**src/rtl/ccff_chain_loader_if.sv**
```systemverilog
// Bitstream word port into the configuration chain loader.
// The master drives word_data/word_valid; the loader answers with word_ready.
interface ccff_chain_loader_if #(
  parameter int WORD_W = 8
);
  logic [WORD_W-1:0] word_data;
  logic              word_valid;
  logic              word_ready;

  modport master (output word_data, output word_valid, input word_ready);
  modport slave  (input word_data, input word_valid, output word_ready);
endinterface

```
**src/rtl/ccff_chain_loader.sv**
```systemverilog
// Shifts a sync preamble then bitstream words MSB-first into a config chain and checks the preamble at the tail.
// Latency SYNC_W+CHAIN_LEN+#words cycles start->done; a word is taken only when the shift register is empty, and stalls hold ccff_head.
module ccff_chain_loader #(
  parameter int                CHAIN_LEN    = 64,
  parameter int                WORD_W       = 8,
  parameter int                SYNC_W       = 8,
  parameter logic [SYNC_W-1:0] SYNC_PATTERN = SYNC_W'(8'hA5)
) (
  input  logic               prog_clk,
  input  logic               pReset_n,
  input  logic               start,
  ccff_chain_loader_if.slave word_if,
  output logic               ccff_head,
  output logic               ccff_shift_en,
  input  logic               ccff_tail,
  output logic               busy,
  output logic               done,
  output logic               sync_err
);
  localparam int NWORDS    = (CHAIN_LEN + WORD_W - 1) / WORD_W;
  localparam int LAST_BITS = ((CHAIN_LEN - 1) % WORD_W) + 1;
  localparam int TOTAL     = SYNC_W + CHAIN_LEN;
  localparam int CNT_W     = $clog2(TOTAL + 1);
  localparam int WC_W      = $clog2(NWORDS + 1);
  localparam int BL_W      = $clog2(WORD_W + 1);

  localparam logic [CNT_W-1:0] SYNC_C  = CNT_W'(SYNC_W);
  localparam logic [CNT_W-1:0] CHAIN_C = CNT_W'(CHAIN_LEN);
  localparam logic [CNT_W-1:0] TOTAL_C = CNT_W'(TOTAL);
  localparam logic [WC_W-1:0]  LAST_WC = WC_W'(NWORDS - 1);
  localparam logic [BL_W-1:0]  LAST_BL = BL_W'(LAST_BITS - 1);
  localparam logic [BL_W-1:0]  FULL_BL = BL_W'(WORD_W - 1);

  typedef enum logic [1:0] {IDLE, SYNC, DATA, DONE} state_t;

  state_t              state_q, state_d;
  logic [CNT_W-1:0]    shift_cnt_q, shift_cnt_d;
  logic [WC_W-1:0]     word_cnt_q, word_cnt_d;
  logic [WORD_W-1:0]   word_sr_q, word_sr_d;
  logic [BL_W-1:0]     bits_left_q, bits_left_d;
  logic [SYNC_W-1:0]   pre_sr_q, pre_sr_d;
  logic [SYNC_W-1:0]   chk_sr_q, chk_sr_d;
  logic                head_q, head_d;
  logic                shift_en_q, shift_en_d;
  logic                done_q, done_d;
  logic                err_q, err_d;
  logic                accept;

  // In DATA a cleared shift_en means the word register has run dry.
  assign word_if.word_ready = (state_q == DATA) && !shift_en_q;
  assign accept             = word_if.word_ready && word_if.word_valid;

  always_ff @(posedge prog_clk or negedge pReset_n) begin
    if (!pReset_n) begin
      state_q     <= IDLE;
      shift_cnt_q <= '0;
      word_cnt_q  <= '0;
      word_sr_q   <= '0;
      bits_left_q <= '0;
      pre_sr_q    <= '0;
      chk_sr_q    <= '0;
      head_q      <= 1'b0;
      shift_en_q  <= 1'b0;
      done_q      <= 1'b0;
      err_q       <= 1'b0;
    end else begin
      state_q     <= state_d;
      shift_cnt_q <= shift_cnt_d;
      word_cnt_q  <= word_cnt_d;
      word_sr_q   <= word_sr_d;
      bits_left_q <= bits_left_d;
      pre_sr_q    <= pre_sr_d;
      chk_sr_q    <= chk_sr_d;
      head_q      <= head_d;
      shift_en_q  <= shift_en_d;
      done_q      <= done_d;
      err_q       <= err_d;
    end
  end

  always_comb begin
    state_d     = state_q;
    shift_cnt_d = shift_cnt_q;
    word_cnt_d  = word_cnt_q;
    word_sr_d   = word_sr_q;
    bits_left_d = bits_left_q;
    pre_sr_d    = pre_sr_q;
    chk_sr_d    = chk_sr_q;
    head_d      = head_q;
    shift_en_d  = shift_en_q;
    done_d      = done_q;
    err_d       = err_q;

    case (state_q)
      IDLE, DONE: begin
        if (start) begin
          state_d     = SYNC;
          head_d      = SYNC_PATTERN[SYNC_W-1];
          shift_en_d  = 1'b1;
          pre_sr_d    = SYNC_PATTERN << 1;
          chk_sr_d    = SYNC_PATTERN;
          shift_cnt_d = '0;
          word_cnt_d  = '0;
          bits_left_d = '0;
          done_d      = 1'b0;
          err_d       = 1'b0;
        end
      end
      SYNC: begin
        shift_cnt_d = shift_cnt_q + 1'b1;
        if (shift_cnt_d == SYNC_C) begin
          state_d    = DATA;
          shift_en_d = 1'b0;
        end else begin
          head_d   = pre_sr_q[SYNC_W-1];
          pre_sr_d = pre_sr_q << 1;
        end
      end
      DATA: begin
        if (shift_en_q) begin
          shift_cnt_d = shift_cnt_q + 1'b1;
          if (shift_cnt_d == TOTAL_C) begin
            state_d    = DONE;
            shift_en_d = 1'b0;
            done_d     = 1'b1;
          end else if (bits_left_q != '0) begin
            head_d      = word_sr_q[WORD_W-1];
            word_sr_d   = word_sr_q << 1;
            bits_left_d = bits_left_q - 1'b1;
          end else begin
            shift_en_d = 1'b0;
          end
        end else if (accept) begin
          head_d      = word_if.word_data[WORD_W-1];
          word_sr_d   = word_if.word_data << 1;
          shift_en_d  = 1'b1;
          word_cnt_d  = word_cnt_q + 1'b1;
          // Low bits of the final word past the chain length are never shifted.
          bits_left_d = (word_cnt_q == LAST_WC) ? LAST_BL : FULL_BL;
        end
      end
      default: state_d = IDLE;
    endcase

    // The preamble reaches the tail once the chain is full; it may overlap SYNC on short chains.
    if (shift_en_q && (shift_cnt_q >= CHAIN_C)) begin
      if (ccff_tail != chk_sr_q[SYNC_W-1]) err_d = 1'b1;
      chk_sr_d = chk_sr_q << 1;
    end
  end

  assign ccff_head     = head_q;
  assign ccff_shift_en = shift_en_q;
  assign busy          = (state_q == SYNC) || (state_q == DATA);
  assign done          = done_q;
  assign sync_err      = err_q;
endmodule

```
**src/flat_wrapper.sv**
```systemverilog
// flat-port wrapper written by rule: the top's interface ports become plain ports
module ccff_chain_loader_flat 
#(
  parameter int                CHAIN_LEN    = 64,
  parameter int                WORD_W       = 8,
  parameter int                SYNC_W       = 8,
  parameter logic [SYNC_W-1:0] SYNC_PATTERN = SYNC_W'(8'hA5)
)
  (prog_clk, pReset_n, start, ccff_head, ccff_shift_en, ccff_tail, busy, done, sync_err, word_if_word_data, word_if_word_valid, word_if_word_ready);
  ccff_chain_loader_if #(.WORD_W(WORD_W)) word_if_i ();
  input  logic prog_clk;
  input  logic pReset_n;
  input  logic start;
  output logic ccff_head;
  output logic ccff_shift_en;
  input  logic ccff_tail;
  output logic busy;
  output logic done;
  output logic sync_err;
  input wire logic [$bits(word_if_i.word_data)-1:0] word_if_word_data;
  input wire logic [$bits(word_if_i.word_valid)-1:0] word_if_word_valid;
  output wire logic [$bits(word_if_i.word_ready)-1:0] word_if_word_ready;
  assign word_if_i.word_data = word_if_word_data;
  assign word_if_i.word_valid = word_if_word_valid;
  assign word_if_word_ready = word_if_i.word_ready;
  ccff_chain_loader #(.CHAIN_LEN(CHAIN_LEN), .WORD_W(WORD_W), .SYNC_W(SYNC_W), .SYNC_PATTERN(SYNC_PATTERN)) u_core (.prog_clk(prog_clk), .pReset_n(pReset_n), .start(start), .word_if(word_if_i), .ccff_head(ccff_head), .ccff_shift_en(ccff_shift_en), .ccff_tail(ccff_tail), .busy(busy), .done(done), .sync_err(sync_err));
endmodule
```
**config.mk**
```make
export PLATFORM = sky130hd
export DESIGN_NAME = ccff_chain_loader_flat
export DESIGN_NICKNAME = d
export VERILOG_FILES = /design/src/rtl/ccff_chain_loader_if.sv /design/src/rtl/ccff_chain_loader.sv /design/src/flat_wrapper.sv
export SDC_FILE = /design/constraint.sdc
export NUM_CORES = 1
export LEC_CHECK = 0
export BUFFER_PORTS_ARGS = -buffer_cell sky130_fd_sc_hd__buf_2
export CAP_MARGIN = 20
export CORE_MARGIN = 8
export CORE_UTILIZATION = 59
export DETAILED_ROUTE_END_ITERATION = 8
export PLACE_DENSITY = 0.91
export SYNTH_ARGS = -nofsm -noshare
export SYNTH_HDL_FRONTEND = slang
export SYNTH_SLANG_ARGS = --single-unit
```
**constraint.sdc**
```tcl
create_clock -name prog_clk -period 2.5 [get_ports prog_clk]
set_input_delay 0.125 -clock prog_clk [delete_from_list [all_inputs] [get_ports prog_clk]]
set_output_delay 0.125 -clock prog_clk [all_outputs]
set_load 0.01 [all_outputs]
```
### After elaboration in Yosys (flattened, before gate mapping)

Index checks and enable logic that the tools add are counted.

| word-level totals | value |
|---|---|
| register bits | 41 |
| input port bits | 13 |
| output and inout port bits | 6 |
| word-level logic and storage cells | 96 |

| cells by class | value |
|---|---|
| $add $sub $neg | 2 |
| magnitude comparators | 1 |
| equality and inequality tests | 16 |
| muxes and demuxes | 45 |
| reductions and logical operators | 22 |

Operator list:

| operator | number |
|---|---|
| 8-bit two-way mux | 9 |
| 7-bit one-hot mux with 3 select lines | 1 |
| 4-bit two-way mux | 5 |
| 1-bit two-way mux | 18 |
| 8-bit one-hot mux with 2 select lines | 1 |
| 7-bit two-way mux | 2 |
| 4-bit AND reduction | 3 |
| 2-bit inequality test (second input constant) | 5 |
| 5-bit AND reduction | 2 |
| 2-bit nonzero test | 5 |
| 2-bit two-way mux | 4 |
| 4-bit one-hot mux with 2 select lines | 1 |
| 7-bit by 1-bit adder with 7-bit output (second input constant) | 1 |
| 7-bit by 4-bit equality test with 1-bit output (second input constant) | 1 |
| 7-bit equality test (second input constant) | 1 |
| 7-bit >= comparator (second input constant) | 1 |
| 3-bit inequality test (second input constant) | 2 |
| 1-bit one-hot mux with 3 select lines | 2 |
| 2-bit one-hot mux with 3 select lines | 1 |
| 2-bit AND reduction | 3 |
| 2-bit equality test (second input constant) | 2 |
| 2-bit by 1-bit inequality test with 1-bit output (second input constant) | 2 |
| 4-bit nonzero test | 1 |
| 4-bit by 1-bit subtractor with 4-bit output (second input constant) | 1 |
| 10 further kinds | 12 |

### Longest topological paths before layout

| logic depth | value |
|---|---|
| word-level depth | 6 |
| depth in mapped cells | 8 |
| gate-level depth less buffers | 8 |

### Worst setup path before layout

Ideal clock, no wire load.

| path | value |
|---|---|
| kind | reg-to-reg |
| start point | register u_core.shift_cnt_q[0] |
| end point | register u_core.word_sr_q[2] |
| data arrival time | 1.915 ns |
| setup slack | 0.460 ns |
| stages on the path, launching flop included | 7 |
| cells stage by stage | dfrtp_1 -> ha_1 -> nand2_1 -> o32ai_4 -> o221ai_4 -> nand2_2 -> mux2_2 |

| on the way | value |
|---|---|
| word-level cells in the longest chain between the ends | 4 |

Ends and longest elaborated chain:

| item | RTL line | source |
|---|---|---|
| from (decl) | ccff_chain_loader.sv:37 | `logic [CNT_W-1:0] shift_cnt_q, shift_cnt_d;` |
| from (signal assigned) | ccff_chain_loader.sv:68 | `shift_cnt_q <= shift_cnt_d;` |
| 7-bit by 1-bit adder with 7-bit output | ccff_chain_loader.sv:121 | `shift_cnt_d = shift_cnt_q + 1'b1;` |
| 7-bit equality test | ccff_chain_loader.sv:122 | `if (shift_cnt_d == TOTAL_C) begin` |
| 2-bit inequality test (no line) | n/a |  |
| 4-bit AND reduction (no line) | n/a |  |
| to (signal assigned) | ccff_chain_loader.sv:70 | `word_sr_q <= word_sr_d;` |
| to (decl) | ccff_chain_loader.sv:39 | `logic [WORD_W-1:0] word_sr_q, word_sr_d;` |

No other way between the ends.
A chain may end at the register's enable or synchronous reset.

### Final worst setup path

| path | value |
|---|---|
| start point | register u_core.shift_cnt_q[0] |
| end point | register u_core.word_sr_q[7] |

Same word-level chain as after synthesis.

==> flow_summary.toml <==
[status]
status = "finished clean"

[drt]
ant_nets = 0
vias_per_cell = 6.08
detail_route.wl_per_cell_um = 15.4
drcViolationCount = 0
wirelength_um = 4550
drt_iter0_drc = 131
via_count = 1799
drtPass1Iterations = 4

[sta]
worst_slew_pin_slew_ps = 836
layout_min_cycle_time_ps = 2300
fmax_mhz = 434
grt_setup_unrepaired = "false"
final.period_utilization_pct = 92.2
fin_ws_ps = 196
finalHoldViolCount = 0
worst_slew_margin_rel_pct = 44.3
slew_viol_final = 0
worst_clock_skew_ps = 15.0
fin_tns_setup_ps = 0
setup_violations = 0

[worst_setup_path]
cp_slowest_cell = "dfrtp_1"
start_kind = "register"
critical-path-max-stage-delay_ps = 480
path_max_fanout = 9
path_cells = "ha_1 -> nand2_1 -> o32ai_4 -> o221ai_4 -> nand2_2 -> mux2_2"
worstRegToRegCells = 6
worstPathRequired_ps = 2670
cp-end-kind = "register"
crit_arrival_ps = 2470
worstSetupPathType = "register to register"

[final_layout]
seqCellArea_sq_um = 976
drive_above_1_share_pct = 23.0
multiInputGateArea_sq_um = 1130
area_growth_pct = 13.1
fill_cells = 274
final_area_sq_um = 2490
finalNetCount = 267
antennaDiodeCount = 0

[synth]
syn_avg_cell_area_sq_um = 9.85
synth.largest_area_cell = "dfrtp_1"
yosysWarnings = 0
synth_edf_count = 0
synth_cells = 224
synth_top_area_share_pct = 44.2
synth_cell_types = 47
yosys-top-cells-area = "dfrtp_1 44%, mux2_2 6.6%, ha_1 4.0%"
ys_seq_area_share_pct = 44.2
ys_ff_latch = 39
synth_nets = 244
syn-cell-area_sq_um = 2210
synth-async-reset-ratio_pct = 100
ys.flop_type = "dfrtp_1"

[cts]
cts_resized = 0
clkTransAtPathRegs_ps = 80
cts_tree = "built"
cts_buffer_depth = 2
root_buffer = "clkbuf_8"
htree_levels = 2
cts_sinks = 39
cts_made_buffers = 5
insertion_delay_ps = 300

[placement]
io_buffers = 18
post-dp-hpwl_um = 3200
post-place-ws_ps = 261
place_congestion = 0.809
placed_area_sq_um = 2360

[floorplanning]
die_area_sq_um = 5950
coreArea_sq_um = 3630
rows = 22
ioPinCount = 19
dieHeight_um = 77.1
die_width_um = 77.1
initial_core_util_pct = 60.7

[global_route]
globalRouteOverflowTotal = 0
grt_usage_pct = 15.8
grt_max_degree = 40
grt_pass1_vias = 1778
antenna_found_initial = 0
grt_pass1_wl_um = 7910

[power_and_ir_drop]
ir_worst_vdd_mv = 0.752
power.leakage_nw = 1.12
p_per_area_nw_per_um2 = 902

[hold_path]
hold_class = "input pin to register"
min_path_cells = 2

[run]
maxCapViolCount = 0
## final timing paths
kind,start,slack [ps],end
max,u_core.shift_cnt_q[0]$_DFFE_PN0P_,200,u_core.word_sr_q[7]$_DFFE_PN0P_
min,word_if_word_data[0],80,u_core.word_sr_q[1]$_DFFE_PN0P_
max in group asynchronous,pReset_n,1500,u_core.pre_sr_q[7]$_DFFE_PN0P_
min in group asynchronous,pReset_n,460,u_core.shift_cnt_q[5]$_DFFE_PN0P_
min reg2reg,u_core.sync_err$_DFF_PN0_,480,u_core.sync_err$_DFF_PN0_
max reg2reg,u_core.shift_cnt_q[0]$_DFFE_PN0P_,200,u_core.word_sr_q[7]$_DFFE_PN0P_
## critical path: cells and delay by family (launching register included)
kind | cells | cell delay (ps)
flip-flops | 1 | 480
AO/OA/AOI/OAI | 2 | 670
adder cells (fa/ha/maj) | 1 | 310
AND/OR/NAND/NOR | 2 | 350
multiplexers | 1 | 360
## state kept, by name (all words and copies together), names as in the netlist
register,count
u_core.chk_sr_q,8
u_core.word_sr_q,7
u_core.ccff_shift_en,1
u_core.state_q,2
u_core.bits_left_q,4
u_core.ccff_head,1
u_core.sync_err,1
u_core.done,1
u_core.shift_cnt_q,7
u_core.pre_sr_q,7
## through the flow
stage / power [mW] / instances / hold WS, ps / util, %
floorplan: 1.49 / 224 / -171 / -
global placement: 1.70 / 285 / 266 / 64.9
detailed placement: 1.74 / 285 / 272 / 64.9
CTS: 2.26 / 294 / 84.5 / 68.3
global route: 2.40 / 296 / 99.5 / 68.7
finish: 2.25 / 296 / 84.2 / 68.7
## logic make-up (layout without fill, tap and decap cells)
group,after synthesis,in the layout,synth area share (%)
buffers and inverters,26,50,4.71
AO/OA/AOI/OAI,72,72,24.4
multiplexers,20,20,9.93
XOR/XNOR,1,1,0.397
AND/OR/NAND/NOR,59,59,12.3
adder cells (fa/ha/maj),7,7,3.97
flip-flops,39,39,44.2
## what timing repair did
item,in CTS,in global routing
endpoints found under the setup margin,0,1
hold endpoints to repair,39,0
setup buffers,0,2
hold buffers,1,0
## synth_stat cells (all sizes together) (6+ instances only)
cell type	count
inv	13
mux2	15
dfrtp	39
o22a	6
o22ai	6
ha	7
o21ai	13
clkbuf	7
a21oi	16
nand2	25
nor2	15
## area by class of cell
type                            count  area share [%]
Clock inverter                      3            1.76
Sequential cell                    39            39.1
Timing Repair Buffer               28            6.72
Tap cell                           48            2.41
Clock buffer                        5            2.76
Multi-Input combinational cell    159            45.1
Inverter                           14            2.11
## cells in the final DEF (no fill, tap or decap), drive strengths merged, types with 2 or more instances in the layout
cell type / Yosys / final
a2bb2oi: 4 / 4
o22ai: 6 / 6
a21oi: 16 / 16
buf: 5 / 27
mux2i: 5 / 5
a31o: 2 / 2
clkinv: 1 / 3
a211oi: 2 / 2
o22a: 6 / 6
ha: 7 / 7
mux2: 15 / 15
a22o: 5 / 5
o21ai: 13 / 13
and2: 2 / 2
a31oi: 3 / 3
dfrtp: 39 / 39
nor3: 5 / 5
nand3: 5 / 5
nor2: 15 / 15
nand2: 25 / 25
nand4: 3 / 3
a21o: 2 / 2
a41oi: 2 / 2
clkbuf: 7 / 5
inv: 13 / 13
## power by group
group	switching, mW	internal [mW]	total, mW
registers	0.141	0.750	0.891
clock network	0.223	0.297	0.520
logic	0.450	0.390	0.840
## layer usage
metal	part of all wire, %	vias up	wire, um	GRT usage (%)
li1	-	865	-	-
met1	44	886	2000	19.4
met2	50	39	2260	26.0
met3	4.7	9	215	4.43
met4	1.7	0	78	5.28
met5	0	-	0	0
Note: power is estimated with default switching activity, not from simulation.
